File: src/rtl/dc_bitstream_packer.sv
// dc_bitstream_packer
// Packs right-justified variable-length codewords MSB-first into a continuous
// bitstream and emits fixed OUT_W-bit words over a valid/ready handshake.
// A flush pads the final partial word with zeros, tags it out_last, and ends
// with a one-cycle flush_done pulse once the packer is empty.
module dc_bitstream_packer #(
   parameter int OUT_W   = 32,
   parameter int MAX_LEN = 24
) (
   input  logic               clk,
   input  logic               reset_n,
   input  logic               in_valid,
   input  logic [MAX_LEN-1:0] in_code,
   input  logic [5:0]         in_len,
   output logic               in_ready,
   input  logic               flush,
   output logic [OUT_W-1:0]   out_data,
   output logic               out_valid,
   output logic               out_last,
   input  logic               out_ready,
   output logic               flush_done,
   output logic [15:0]        word_count
);

   // Accumulator must hold up to OUT_W-1 pending bits plus one full codeword.
   localparam int ACC_W = OUT_W + MAX_LEN;
   localparam int CNT_W = $clog2(ACC_W + 1);

   localparam logic [CNT_W-1:0] OUT_W_C = CNT_W'(OUT_W);
   localparam logic [CNT_W:0]   ACC_W_S = (CNT_W + 1)'(ACC_W);

   typedef enum logic [1:0] {
      ST_RUN   = 2'd0,
      ST_FLUSH = 2'd1,
      ST_DONE  = 2'd2
   } state_t;

   state_t             state_reg, state_next;
   logic [ACC_W-1:0]   acc_reg, acc_next;
   logic [CNT_W-1:0]   cnt_reg, cnt_next;
   logic [OUT_W-1:0]   out_data_reg, out_data_next;
   logic               out_valid_reg, out_valid_next;
   logic               out_last_reg, out_last_next;
   logic [15:0]        word_count_reg, word_count_next;

   logic               slot_free;
   logic               accept;
   logic               flush_take;
   logic               emit_full;
   logic               emit_tail;
   logic               enter_done;
   logic [MAX_LEN-1:0] code_masked;
   logic [ACC_W-1:0]   code_ext;
   logic [ACC_W-1:0]   code_aligned;
   logic [CNT_W:0]     shamt;

   // Bits at or above in_len are ignored, so gate each code bit by its index.
   genvar gi;
   generate
      for (gi = 0; gi < MAX_LEN; gi++) begin : g_mask
         assign code_masked[gi] = in_code[gi] & (in_len > 6'(gi));
      end
   endgenerate

   assign code_ext  = {{OUT_W{1'b0}}, code_masked};
   // Shift so that code bit in_len-1 lands just below the cnt valid bits.
   assign shamt     = ACC_W_S - {1'b0, cnt_reg} - (CNT_W + 1)'(in_len);
   assign code_aligned = code_ext << shamt;

   assign slot_free  = !out_valid_reg || out_ready;
   assign accept     = in_valid && in_ready;
   assign flush_take = flush && in_ready;
   assign emit_full  = (state_reg != ST_DONE) && (cnt_reg >= OUT_W_C) && slot_free;
   assign emit_tail  = (state_reg == ST_FLUSH) && (cnt_reg != '0) &&
                       (cnt_reg < OUT_W_C) && slot_free;
   assign enter_done = (state_reg == ST_FLUSH) && (cnt_reg == '0) && slot_free;

   // State register.
   always_ff @(posedge clk or negedge reset_n) begin
      if (!reset_n) begin
         state_reg <= ST_RUN;
      end else begin
         state_reg <= state_next;
      end
   end

   // Next-state logic: a flush drains every bit before the done pulse.
   always_comb begin
      state_next = state_reg;
      case (state_reg)
         ST_RUN:   if (flush_take) state_next = ST_FLUSH;
         ST_FLUSH: if (enter_done) state_next = ST_DONE;
         ST_DONE:  state_next = ST_RUN;
         default:  state_next = ST_RUN;
      endcase
   end

   // FSM outputs, decoded from registered state only.
   always_comb begin
      in_ready   = 1'b0;
      flush_done = 1'b0;
      case (state_reg)
         ST_RUN:  in_ready = (cnt_reg < OUT_W_C);
         ST_DONE: flush_done = 1'b1;
         default: ;
      endcase
   end

   // Datapath: append a codeword, emit a full word, or emit the padded tail.
   always_comb begin
      acc_next        = acc_reg;
      cnt_next        = cnt_reg;
      out_data_next   = out_data_reg;
      out_valid_next  = out_valid_reg;
      out_last_next   = out_last_reg;
      word_count_next = word_count_reg;

      if (out_ready) begin
         out_valid_next = 1'b0;
         out_last_next  = 1'b0;
      end

      if (accept) begin
         acc_next = acc_reg | code_aligned;
         cnt_next = cnt_reg + CNT_W'(in_len);
      end else if (emit_full) begin
         out_data_next   = acc_reg[ACC_W-1 -: OUT_W];
         out_valid_next  = 1'b1;
         out_last_next   = 1'b0;
         acc_next        = acc_reg << OUT_W;
         cnt_next        = cnt_reg - OUT_W_C;
         word_count_next = word_count_reg + 16'd1;
      end else if (emit_tail) begin
         // Bits below the cnt valid ones are always zero, giving the padding.
         out_data_next   = acc_reg[ACC_W-1 -: OUT_W];
         out_valid_next  = 1'b1;
         out_last_next   = 1'b1;
         acc_next        = '0;
         cnt_next        = '0;
         word_count_next = word_count_reg + 16'd1;
      end else if (enter_done) begin
         acc_next        = '0;
         word_count_next = '0;
      end
   end

   // Datapath registers.
   always_ff @(posedge clk or negedge reset_n) begin
      if (!reset_n) begin
         acc_reg        <= '0;
         cnt_reg        <= '0;
         out_data_reg   <= '0;
         out_valid_reg  <= 1'b0;
         out_last_reg   <= 1'b0;
         word_count_reg <= '0;
      end else begin
         acc_reg        <= acc_next;
         cnt_reg        <= cnt_next;
         out_data_reg   <= out_data_next;
         out_valid_reg  <= out_valid_next;
         out_last_reg   <= out_last_next;
         word_count_reg <= word_count_next;
      end
   end

   assign out_data   = out_data_reg;
   assign out_valid  = out_valid_reg;
   assign out_last   = out_last_reg;
   assign word_count = word_count_reg;

endmodule

File: config.mk
export PLATFORM = sky130hd
export DESIGN_NAME = dc_bitstream_packer
export DESIGN_NICKNAME = d
export VERILOG_FILES = /design/src/rtl/dc_bitstream_packer.sv
export SDC_FILE = /design/constraint.sdc
export NUM_CORES = 1
export LEC_CHECK = 0
export BUFFER_PORTS_ARGS = -buffer_cell sky130_fd_sc_hd__buf_2
export CAP_MARGIN = 40
export CORE_ASPECT_RATIO = 0.6
export CORE_UTILIZATION = 29
export CTS_CLUSTER_SIZE = 8
export DETAILED_ROUTE_END_ITERATION = 16
export GPL_ROUTABILITY_DRIVEN = 0
export GPL_TIMING_DRIVEN = 0
export PLACE_DENSITY = 0.51
export REMOVE_ABC_BUFFERS = 1
export SYNTH_ARGS = -nofsm -noshare
export SYNTH_HDL_FRONTEND = slang
export SYNTH_SLANG_ARGS = --single-unit
File: constraint.sdc
create_clock -name clk -period 4.9 [get_ports clk]
set_input_delay 0.245 -clock clk [delete_from_list [all_inputs] [get_ports clk]]
set_output_delay 0.245 -clock clk [all_outputs]
set_load 0.03 [all_outputs]
==> impl_results.md <==
* Post-synthesis sequential area ratio at 0.368
* Worst Setup End Kind: flip-flop
* Routed wl met3 at 2080 um
* Net Switching at 3.98 mW
* Worst Setup Slack, final at 0.514 ns
* WL met1 at 12900 um
* Worst-path fanout max at 46
* CTS max path bufs at 2
* Setup bufs post-CTS at 0
* Share of the synthesized area in the top cell type at 0.368
* Iter 0 DRT Violations at 733
* PwrDens at 829 nW/um^2
* Ys flop type: dfrtp_1
* Die Ht at 129 um
* Global-route usage over all layers at 0.192
* Arrival @ worst endpoint at 4.72 ns
* WL final at 25300 um
* Share of layout cells above drive strength 1 at 0.195
* Dpl hpwl at 18600 um
* Max Cap Violations at 0
* Worst Tran Pin Value at 0.932 ns
* Via density at 5.57
* Period minus WS final at 4.39 ns
* CTS Sinks at 114
* Synth warnings at 0
* CP most frequent cell: inv_1
* Hold WC Path Type: in -> reg
* Initial DRT Pass Iterations at 5
* H-tree depth at 4
* EDFF count, synth at 0
* Slew headroom at 0.378
* Combinational share of power at 0.657
* Reg clk slew, reported paths at 0.06 ns
* CP max stage delay at 0.89 ns
* Sw frac at 0.517
* Clock Tree Root: clkbuf_16
* Reg power frac at 0.186
* Die Wd at 213 um
* Post-CTS Hold Fix Bufs at 1
* Final core utilization at 0.360
* Placed insts at 1307
* Final setup fails at 0
* First-pass GRT wire length at 40800 um
* Antenna cells at 0
* RSZ-0062 raised after global routing: false
* Top cells by area, synth: dfrtp_1 (37%), nand2_1 (8.2%), o21ai_0 (4.1%), nor2_1 (3.0%), mux2_2 (2.6%)
* Worst R2R Setup Slack at 0.51 ns
* Drt drc at 0
* Setup WS pre-CTS at 0.489 ns
* Syn Inst Count at 919
* Critical path class: reg -> reg
* CTS tree: built
* Worst hold margin at 0.0644 ns
* Nets at 1029
* Clock share of power at 0.158
* Crit-path slowest cell: ha_2
* Vias in the first global route at 7062
* Largest area contributor in the netlist: dfrtp_1
* Fin. Hold Viols at 0
* Gr ovfl total at 0
* FP Rows at 45
* Run status: complete, no violations
* DR WL/cell at 18.9 um
* Slew Limit Fails at 0
* Pin count of the biggest net entering global routing at 91
* CP startpoint kind: flip-flop
* Pint at 3.72 mW
* Mapped cell area at 7760 sq um
* Avg Cell Area, Syn at 8.44 sq um
* Max frequency at 0.228 GHz
* Pwr Total at 7.70 mW
* Max layer used: met4
* Crit path cell chain: ha_1, inv_1, ha_2, inv_1, nor4_1, nor3_1, o31ai_1, a221oi_1, o21ai_1
* Synth cell types at 80
* CORE AREA at 25800 sq um
* Final period utilization at 0.895
* Antenna Violating Nets Remaining at 0
* IO Count at 87
* Non-Filler Instances at 1340
* Post_cts resized at 0
* Initial antenna violation count at 0
* Worst path required time at 5.23 ns
* DR WL met2 at 10100 um
* Initial Util at 0.301
* Port bufs at 86
* Yosys reg bits at 114
* Leakage at 4.21 nW
* Clock skew at 0.00803 ns
* Total CTS buffers at 17
* Largest register FFs at 56
* Area growth syn-to-layout at 19.8%
* Clk_lat worst skew at 0.41 ns
* Vias at 7466
* Ys async rst share at 1.00
* Die ar. at 27400 sq um
* VDD IR max at 343 uV
==> worst max-delay path: cells and delay by family (launching register included) <==
family                     cells  cell delay (ns)
AOI/OAI and AO/OA              3             1.05
adders and majority gates      2             1.21
buffers and inverters          2             0.65
DFF                            1             0.44
and+or+nand+nor                2             0.93
==> synthesized netlist by cell type, drive strengths merged, types with 10 or more instances <==
master	instances
nor3	22
nand2b	10
nand3	18
and2	12
a31oi	29
a21oi	31
and3	12
o31ai	16
o211ai	10
a211oi	14
buf	22
a22oi	16
nor2	63
mux2	19
ha	15
a22o	12
nand2	169
mux2i	10
clkbuf	47
dfrtp	114
inv	29
o221ai	13
a221o	11
o21ai	68
==> layout make-up <==
| type | instances | area, sq um |
|---|---|---|
| inverter | 29 | 109 |
| clock buffer | 24 | 502 |
| fill | 2714 | 16500 |
| sequential | 114 | 2850 |
| timing repair buffer | 106 | 742 |
| tap | 352 | 440 |
| clock inverter | 8 | 76.3 |
| multi-input combinational | 707 | 4570 |
==> layout by cell type, fill, tap and decap left out, types with 6 or more instances in the layout <==
master       n
nand2_1    169
dfrtp_1    114
buf_2       86
o21ai_0     62
nor2_1      61
a21oi_1     29
a31oi_1     29
inv_1       28
nor3_1      21
nand3_1     18
mux2_2      18
clkbuf_16   17
a22oi_1     16
a211oi_1    14
o31ai_1     14
ha_1        14
o221ai_1    13
a22o_1      12
and3_1      12
a221o_1     11
nand2b_1    10
and2_1      10
o211ai_1    10
mux2i_1     10
a21o_1       9
nor2b_1      8
o21a_1       8
nand4_1      7
buf_6        7
or2_2        6
o22ai_1      6
a221oi_1     6
==> power by group through the flow <==
stage	logic, mW	registers (mW)	clock network [mW]
global placement	4.58	1.45	0
CTS	4.99	1.43	1.23
floorplan	2.89	1.65	0
finish	5.06	1.43	1.21
global route	5.51	1.48	1.28
detailed placement	4.97	1.44	0
==> metal layers <==
metal | track usage | vias up
met5 | 0 | -
met1 | 0.300 | 3635
met4 | 0.0340 | 0
met3 | 0.0478 | 19
li1 | - | 3517
met2 | 0.261 | 295
==> final timing paths <==
kind	from	to	cells past startpoint
worst max-delay path	cnt_reg[1]$_DFFE_PN0P_	acc_reg[38]$_DFFE_PN0P_	9
worst min-delay path	flush	state_reg[0]$_DFFE_PN0P_	3
worst max register to register	cnt_reg[1]$_DFFE_PN0P_	acc_reg[38]$_DFFE_PN0P_	9
worst min register to register	out_data[18]$_DFFE_PN0P_	out_data[18]$_DFFE_PN0P_	2
max in group asynchronous	reset_n	out_data[17]$_DFFE_PN0P_	3
min in group asynchronous	reset_n	out_last$_DFF_PN0_	2
==> logic make-up after synthesis <==
family,share of synthesized area
simple gates,0.202
xor+xnor,0.00903
fa+ha+maj,0.0345
mux,0.0555
compound gates,0.279
buf+inv,0.0526
flops,0.368
==> through the flow <==
step	TNS [ns]	cell area, sq um
finish	0	9290
global route	0	9290
CTS	0	9290
detailed placement	0	8700
global placement	-165.82	8330
floorplan	-9.55	7460
Power figures use the tool's default switching activity.
